**config.mk**
```make
export PLATFORM = sky130hd
export DESIGN_NAME = audio_sfx_sequencer
export DESIGN_NICKNAME = d
export VERILOG_FILES = /design/src/rtl/audio_sfx_sequencer.sv
export SDC_FILE = /design/constraint.sdc
export NUM_CORES = 1
export LEC_CHECK = 0
export CAP_MARGIN = 20
export CORE_MARGIN = 3
export CORE_UTILIZATION = 45
export CTS_BUF_LIST = sky130_fd_sc_hd__clkbuf_4 sky130_fd_sc_hd__clkbuf_8
export DETAILED_ROUTE_END_ITERATION = 8
export GPL_ROUTABILITY_DRIVEN = 1
export PLACE_DENSITY = 0.67
export SYNTH_ARGS = -nofsm -noshare
export SYNTH_HDL_FRONTEND = slang
export SYNTH_SLANG_ARGS = --single-unit
```
**constraint.sdc**
```tcl
create_clock -name clk -period 2.7 [get_ports clk]
set_input_delay 0.405 -clock clk [delete_from_list [all_inputs] [get_ports clk]]
set_output_delay 0.405 -clock clk [all_outputs]
set_load 0.02 [all_outputs]
```
**src/rtl/audio_sfx_sequencer.sv**
```systemverilog
// Sample-rate scheduler: picks explosion, shot, music or silence at each sample
// tick, fetches the sample from a shared synchronous ROM and drives the PWM byte.
module audio_sfx_sequencer #(
  parameter int          CLKS_PER_SAMPLE = 12500,
  parameter int          ADDR_W          = 16,
  parameter int          EXPL_BASE       = 2000,
  parameter int          EXPL_LEN        = 6000,
  parameter int          SHOT_BASE       = 0,
  parameter int          SHOT_LEN        = 2000,
  parameter int          MUSIC_BASE      = 8000,
  parameter int          MUSIC_LEN       = 40000,
  parameter logic [7:0]  SILENCE         = 8'd128
) (
  input  logic              clk,
  input  logic              reset,
  input  logic              trig_expl,
  input  logic              trig_shot,
  input  logic              music_en,
  output logic [ADDR_W-1:0] rom_addr,
  input  logic [7:0]        rom_data,
  output logic [7:0]        music_data,
  output logic              sample_tick,
  output logic [1:0]        active_src,
  output logic              busy_sfx,
  output logic [1:0]        fsm_state
);

  localparam int CW = (CLKS_PER_SAMPLE > 1) ? $clog2(CLKS_PER_SAMPLE) : 1;
  localparam logic [CW-1:0]     TICK_LAST  = CW'(CLKS_PER_SAMPLE - 1);
  localparam logic [ADDR_W-1:0] EXPL_B     = ADDR_W'(EXPL_BASE);
  localparam logic [ADDR_W-1:0] SHOT_B     = ADDR_W'(SHOT_BASE);
  localparam logic [ADDR_W-1:0] MUSIC_B    = ADDR_W'(MUSIC_BASE);
  localparam logic [ADDR_W-1:0] EXPL_LAST  = ADDR_W'(EXPL_LEN - 1);
  localparam logic [ADDR_W-1:0] SHOT_LAST  = ADDR_W'(SHOT_LEN - 1);
  localparam logic [ADDR_W-1:0] MUSIC_LAST = ADDR_W'(MUSIC_LEN - 1);
  localparam logic [ADDR_W-1:0] ONE        = ADDR_W'(1);

  typedef enum logic [1:0] {
    SRC_SIL  = 2'd0,
    SRC_MUS  = 2'd1,
    SRC_SHOT = 2'd2,
    SRC_EXPL = 2'd3
  } src_t;

  typedef enum logic [1:0] {
    ST_IDLE  = 2'd0,
    ST_ADDR  = 2'd1,
    ST_WAIT  = 2'd2,
    ST_LATCH = 2'd3
  } state_t;

  logic [CW-1:0]     cnt;
  logic              pend_expl, pend_shot;
  src_t              src_q, src_d;
  logic [ADDR_W-1:0] off_q, off_d;
  logic [ADDR_W-1:0] ptr_q;
  logic [ADDR_W-1:0] addr_d;
  logic              sil_q;
  logic              pe, ps, expl_run, shot_run, start_shot, music_step;
  state_t            state_q, state_d;
  logic              load_data;

  assign sample_tick = (cnt == TICK_LAST);
  assign active_src  = src_q;
  assign busy_sfx    = (src_q == SRC_SHOT) || (src_q == SRC_EXPL);
  assign fsm_state   = state_q;

  // A trigger arriving in the tick cycle itself is folded in here so it wins that tick.
  always_comb begin
    pe         = pend_expl | trig_expl;
    ps         = pend_shot | trig_shot;
    expl_run   = (src_q == SRC_EXPL) && (off_q != EXPL_LAST);
    shot_run   = (src_q == SRC_SHOT) && (off_q != SHOT_LAST);
    start_shot = ps && !pe && !expl_run;
    src_d      = SRC_SIL;
    off_d      = off_q;
    addr_d     = rom_addr;
    music_step = 1'b0;
    if (pe) begin
      src_d  = SRC_EXPL;
      off_d  = '0;
      addr_d = EXPL_B;
    end else if (expl_run) begin
      src_d  = SRC_EXPL;
      off_d  = off_q + ONE;
      addr_d = EXPL_B + off_d;
    end else if (start_shot) begin
      src_d  = SRC_SHOT;
      off_d  = '0;
      addr_d = SHOT_B;
    end else if (shot_run) begin
      src_d  = SRC_SHOT;
      off_d  = off_q + ONE;
      addr_d = SHOT_B + off_d;
    end else if (music_en) begin
      src_d      = SRC_MUS;
      addr_d     = MUSIC_B + ptr_q;
      music_step = 1'b1;
    end
  end

  always_ff @(posedge clk or posedge reset) begin
    if (reset) begin
      cnt       <= '0;
      pend_expl <= 1'b0;
      pend_shot <= 1'b0;
      src_q     <= SRC_SIL;
      off_q     <= '0;
      ptr_q     <= '0;
      rom_addr  <= '0;
      sil_q     <= 1'b1;
    end else begin
      cnt       <= sample_tick ? '0 : cnt + CW'(1);
      pend_expl <= sample_tick ? 1'b0 : pe;
      pend_shot <= ps & ~(sample_tick & start_shot);
      if (sample_tick) begin
        src_q    <= src_d;
        off_q    <= off_d;
        rom_addr <= addr_d;
        sil_q    <= (src_d == SRC_SIL);
      end
      // The pointer is frozen during effects so music resumes where it paused.
      if (!music_en)
        ptr_q <= '0;
      else if (sample_tick && music_step)
        ptr_q <= (ptr_q == MUSIC_LAST) ? '0 : ptr_q + ONE;
    end
  end

  always_comb begin
    state_d   = state_q;
    load_data = 1'b0;
    case (state_q)
      ST_IDLE:  if (sample_tick) state_d = ST_ADDR;
      ST_ADDR:  state_d = ST_WAIT;
      ST_WAIT: begin
        load_data = 1'b1;
        state_d   = ST_LATCH;
      end
      ST_LATCH: state_d = ST_IDLE;
      default:  state_d = ST_IDLE;
    endcase
  end

  // ROM data is valid during WAIT, so music_data is loaded on entry to LATCH (T+3).
  always_ff @(posedge clk or posedge reset) begin
    if (reset) begin
      state_q    <= ST_IDLE;
      music_data <= SILENCE;
    end else begin
      state_q <= state_d;
      if (load_data)
        music_data <= sil_q ? SILENCE : rom_data;
    end
  end

endmodule
```
==> reports/results.ini <==
[final_layout]
area_growth_pct=26.8
n_antenna_cell=0
layout.nets=634
drive_above_1_share_pct=17.5
fin_area_mm2=0.00590
num-fill-cells=878
final_cells=750
utilization_pct=59.6

[worst_setup_path]
cp.required_ns=2.94
critical_path_class=reg -> reg
cp.arrival_ns=2.94
endpoint_kind=register
cp-start-kind=register
crit_path_max_fanout=6

[synth]
synth_compound_area_share_pct=18.7
synth_edf_count=0
netlist_instances=536
ys_warn_count=0
synthAdderAreaFrac_pct=2.42
synth_top_family_by_area=simple AND/OR/NAND/NOR gates
yosysUniqueCellTypes=59
ys_seq_area_share_pct=41.4
synth.ff_latch_count=77
syn_area_mm2=0.00466
synth_fp_nets=558
avgSynthCellArea_um2=8.69
synthSimpleGateAreaFrac_pct=21.7
synth-async-reset-ratio_pct=100
synth_ff_type=dfrtp_1
muxShareOfSynthArea_pct=1.56
synth_xor_area_share_pct=9.78

[die]
ios=43
initial_core_util_pct=47.0
rows=36
die_area_mm2=0.0116
die_h_um=108
die_w_um=108
core_area_mm2=0.00991

[sta]
tightestPinTransition_ns=0.546
timing.final.max_slew_violations=0
grt_setup_unrepaired=yes
fin_hold_ws_ns=0.441
fin_worst_skew_ns=0.0107
setup_viol=1
setup_tns_ns=-0.00112
timing.final.crit_share_pct=100
maxSlewHeadroom_pct=63.6
fmax_ghz=0.370
hold_viol_final=0
finalWorstSetupSlack_ns=-0.00112
period_needed_ns=2.70

[placed_design]
dpl.hpwl_um=9080
dpl.cell_count=731
portBuffers=42
dp_slack_ns=-0.105
placed_cell_area_mm2=0.00553
gp_congestion=0.882

[outcome]
violations=setup timing
status=finished, violations left

[global_routing]
grt_pass1_wl_um=21000
grt_pass1_vias=4203
grt_antenna_before_repair=0
grt_max_degree=78
grt_usage_pct=22.8
grt_overflow_total=0

[detailed_routing]
dr.pass1.iters=5
dr.first_iter.drc_count=306
wl_per_cell_um=16.7
viasPerCell=5.69
routed_wl_um=12500
route.detailed.drc=0
vias=4269
antenna_left=0

[power_and_ir_drop]
comb_power_share_pct=4.4
max-vdd-ir-drop_mv=0.211
p_clk_share_pct=46.0
power.density_mw_per_mm2=398
p_seq_share_pct=49.6
power_mw=2.35
p_sw_uw=524
p_sw_share_pct=22.3
p_int_mw=1.83
p_leak_nw=2.44

[cts]
cts_tree=done
cts_root_buf=clkbuf_8
max-clock-path-buffers=2
clk_latency_ns=0.35
clkSinkCount=77
clkTransAtPathRegs_ns=0.09
cts_buffers=9
ctsHtreeMaxLevel=3
hold_buffers=0

[job]
maxCapViolCount=0

[hold_path]
hold_path_class=in -> async

power by group through the flow:
stage               logic, mW  registers (mW)  clock network [mW]
floorplan              0.0355            1.20                   0
global placement        0.103            1.19                   0
detailed placement      0.104            1.19                   0
CTS                     0.105            1.17                1.10
global route            0.115            1.17                1.15
finish                  0.103            1.17                1.08
cell families (layout without fill, tap and decap cells):
kind of cell               count (synthesis)  count (layout)
xor gates and xnor gates                  52              52
buffers and inverters                     52             133
muxes                                      7               7
DFF                                       77              77
AOI/OAI and AO/OA                        134             134
and+or+nand+nor                          205             205
adders and majority gates                  9               9
cells in the final DEF, fill, tap and decap left out, types with 3 or more instances in the layout:
cell type / count
nor2_1: 58
and3_1: 9
a211oi_1: 3
and2_1: 5
a21oi_1: 17
ha_1: 9
a31oi_1: 5
nor4_1: 3
and4_1: 3
dfrtp_1: 74
xor2_1: 17
nand3_1: 29
nand4_1: 9
nor3_1: 6
nand2b_1: 3
clkdlybuf4s50_1: 41
buf_4: 55
clkbuf_8: 9
a221oi_2: 3
nand3b_1: 9
nand2_1: 50
bufinv_16: 3
a22oi_1: 5
xnor2_1: 35
a21oi_2: 4
o31ai_1: 11
o21ai_0: 55
mux2i_1: 5
a31o_2: 4
or3_1: 3
inv_1: 16
Yosys cell counts (all sizes together), types with 10 or more instances:
cell type  instances  area share, %
clkbuf            31            2.5
and3              10            1.3
o21ai             58            6.2
dfrtp             75             40
xor2              17            3.2
o31ai             11            1.8
inv               17            1.4
a21oi             22            2.4
nand3             30            3.2
nand2             50            4.0
xnor2             35            6.6
nor2              59            4.8
what timing repair did:
action                     4_1_cts  5_1_grt
buffers inserted                 2        1
pin swaps                       12        9
setup endpoints to repair       14       33
gates resized for setup         11       17
area by class of cell:
type,count,area [um^2],share of cell area (%)
clock buffer,9,124,2.10
clock inverter,7,120,2.03
inverter,18,67.6,1.14
multi-input combinational,407,2640,44.6
sequential,77,1930,32.7
tap,133,166,2.82
timing repair buffer,99,860,14.6
critical path: stages (launching register included):
cell and delay [ns]:
dfrtp_1 0.38, or4b_1 0.52, or4_4 0.54, a2111o_1 0.42, buf_6 0.19, a21oi_4 0.14, nand3_2 0.10, mux2_4 0.31
layer usage:
metal	GRT usage [%]	part of all wire, %	wire length, um	up-vias
met5	0	0	0	-
met4	6.85	1.4	177	0
met3	2.94	5.7	708	16
met2	37.0	48	6060	136
met1	31.9	44	5550	2068
li1	-	-	-	2049
path summary, 6_finish.rpt:
check	start	to	slack, ns	cells after the start
max	cnt[5]	ptr_q[15]	-0.001	7
min in group clk	rom_addr[1]	rom_addr[1]	0.50	2
min	reset	off_q[0]	0.44	3
max reg2reg	cnt[5]	ptr_q[15]	-0.001	7
max in group asynchronous	reset	music_data[7]	1.88	3
min reg2reg	rom_addr[1]	rom_addr[1]	0.50	2
sequential cells by signal, summed over array words and instances (netlist names):
register / flops
music_data: 8
fsm_state: 2
rom_addr: 16
active_src: 2
cnt: 14
pend_expl: 1
sil_q: 1
pend_shot: 1
ptr_q: 16
off_q: 16
(Power assumes the default switching activity.)
==> RTL edit, RTL diff (config.mk and constraints unchanged) <==
Put a register stage on the output `sample_tick`. The value now appears one clock later. The other outputs are not delayed to match.
--- a/src/rtl/audio_sfx_sequencer.sv
+++ b/src/rtl/audio_sfx_sequencer.sv
@@ -49,6 +49,8 @@
     ST_LATCH = 2'd3
   } state_t;
 
+  logic sample_tick_d;
+
   logic [CW-1:0]     cnt;
   logic              pend_expl, pend_shot;
   src_t              src_q, src_d;
@@ -60,7 +62,7 @@
   state_t            state_q, state_d;
   logic              load_data;
 
-  assign sample_tick = (cnt == TICK_LAST);
+  assign sample_tick_d = (cnt == TICK_LAST);
   assign active_src  = src_q;
   assign busy_sfx    = (src_q == SRC_SHOT) || (src_q == SRC_EXPL);
   assign fsm_state   = state_q;
@@ -110,10 +112,10 @@
       rom_addr  <= '0;
       sil_q     <= 1'b1;
     end else begin
-      cnt       <= sample_tick ? '0 : cnt + CW'(1);
-      pend_expl <= sample_tick ? 1'b0 : pe;
-      pend_shot <= ps & ~(sample_tick & start_shot);
-      if (sample_tick) begin
+      cnt       <= sample_tick_d ? '0 : cnt + CW'(1);
+      pend_expl <= sample_tick_d ? 1'b0 : pe;
+      pend_shot <= ps & ~(sample_tick_d & start_shot);
+      if (sample_tick_d) begin
         src_q    <= src_d;
         off_q    <= off_d;
         rom_addr <= addr_d;
@@ -122,7 +124,7 @@
       // The pointer is frozen during effects so music resumes where it paused.
       if (!music_en)
         ptr_q <= '0;
-      else if (sample_tick && music_step)
+      else if (sample_tick_d && music_step)
         ptr_q <= (ptr_q == MUSIC_LAST) ? '0 : ptr_q + ONE;
     end
   end
@@ -131,7 +133,7 @@
     state_d   = state_q;
     load_data = 1'b0;
     case (state_q)
-      ST_IDLE:  if (sample_tick) state_d = ST_ADDR;
+      ST_IDLE:  if (sample_tick_d) state_d = ST_ADDR;
       ST_ADDR:  state_d = ST_WAIT;
       ST_WAIT: begin
         load_data = 1'b1;
@@ -154,4 +156,8 @@
     end
   end
 
+  always_ff @(posedge clk) begin
+    sample_tick <= sample_tick_d;
+  end
+
 endmodule
Behaviour: no difference found for any inputs over 10 cycles, from zero or initial values and one cycle with reset high; that may be too few to reach the edited logic, so the function may still have changed.
==> RTL edit against the unedited design <==
- the run still ends with negative setup slack left
- largest cell class unchanged
- critical path depth shrank 1
- final area fell by 1.4%
- critical endpoint is now ptr_q[2]
- highest routed layer unchanged
- worst setup slack lost 60 ps
- wire length down 0.44%
- clock skew rose by 3.8 ps
- sequential cell count grew 1
- global-route usage is 0.25 points lower
- area after synthesis up 0.43%
- total power decreased by 2.9%
==> RTL edit: results (changes against the unedited design) <==
skew final = 14.5 ps (+3.79 ps)
Distinct cells, synth = 60 (+1.7%)
GRT Total Usage = 0.226 (-0.00246)
number of global-route vias before repair = 4085 (-2.8%)
final WL = 12400 um (-0.44%)
outcome = finished with violations
total number of vias = 4237 (-0.75%)
failing checks = negative setup slack
Pre-antenna DRT Iters = 6 (+1)
met1 Resource Use GR = 0.311 (-0.00800)
M1 WL = 5580 um (+0.61%)
Placed Cells = 726 (-0.68%)
top cells by area, synth = dfrtp_1, xnor2_1, o21ai_0, nor2_1, nand2_1
nets = 628 (-0.95%)
register area share after synthesis = 0.417 (+0.00251)
maximum VDD drop = 0.253 mV (+20%)
routed len/inst = 16.7 um (+0.36%)
final RePlAce weighted congestion = 0.876 (-0.68%)
Final Worst Setup Slack = -60.7 ps (-59.6 ps)
crit path DAT = 3060 ps (+120 ps)
worst skew pair latency = 370 ps (+20 ps)
first-pass GRT wire length = 20900 um (-0.92%)
grt met3 use = 0.0310 (+0.00165)
Final Setup Violations = 5 (+4)
Setup WS pre-CTS = -27.2 ps (+77.9 ps)
LEAKAGE = 2.40 nW (-1.8%)
Sw Ratio = 0.227 (+0.00365)
Routed met3 length = 662 um (-6.5%)
share of cells above drive strength 1 = 0.155 (-0.0196)
Post-synth ARST share = 0.987 (-0.0128)
DP HPWL = 9080 um (about the same)
met2 Usage GRT = 0.364 (-0.00577)
## RTL edit: changes by cell type after synthesis, sizes merged
cell,delta
dfxtp,+1
## RTL edit: stage by stage
step | setup TNS (ps) | util | power, mW | area (um2)
5_1_grt | -782 | 0.585 | 2.38 | 5820
6_report | -166 | 0.585 | 2.28 | 5820
3_3_place_gp | -15.4 | 0.553 | 1.31 | 5510
4_1_cts | -42.4 | 0.577 | 2.31 | 5740
3_5_place_dp | -112 | 0.553 | 1.31 | 5510
2_1_floorplan | -2.01 | - | 1.25 | 4690
## RTL edit: timing repair
item | 4_1_cts | 5_1_grt
buffers inserted | 0 | 2
resized for setup | 5 | 15
pin swaps | 0 | 16
endpoints found under the setup margin | 5 | 17
## RTL edit: cells by family (layout without fill, tap and decap cells)
group,count (synthesis),in the layout,synth area share
AOI/OAI and AO/OA,134,134,0.186
xor gates and xnor gates,52,52,0.0974
adders and majority gates,9,9,0.0241
buffers and inverters,52,126,0.0439
DFF,78,78,0.417
muxes,7,7,0.0155
and+or+nand+nor,205,205,0.216
## RTL edit: cell type report
type	instances	area, um2
clock inverter	5	83.8
fill	894	4130
tap	133	166
clock buffer	11	139
timing repair buffer	92	820
sequential	78	1950
inverter	18	67.6
multi-input combinational	407	2600
## RTL edit: worst paths after layout
| kind | cells past startpoint | start | end | slack [ps] |
|---|---|---|---|---|
| worst max-delay path | 6 | cnt[2] | ptr_q[2] | -60 |
| worst min-delay path | 3 | reset | music_data[0] | 420 |
| worst max register to register | 6 | cnt[2] | ptr_q[2] | -60 |
| worst min register to register | 2 | rom_addr[3] | rom_addr[3] | 490 |
| max in group asynchronous | 3 | reset | ptr_q[15] | 1900 |
| min in group clk | 2 | rom_addr[3] | rom_addr[3] | 490 |
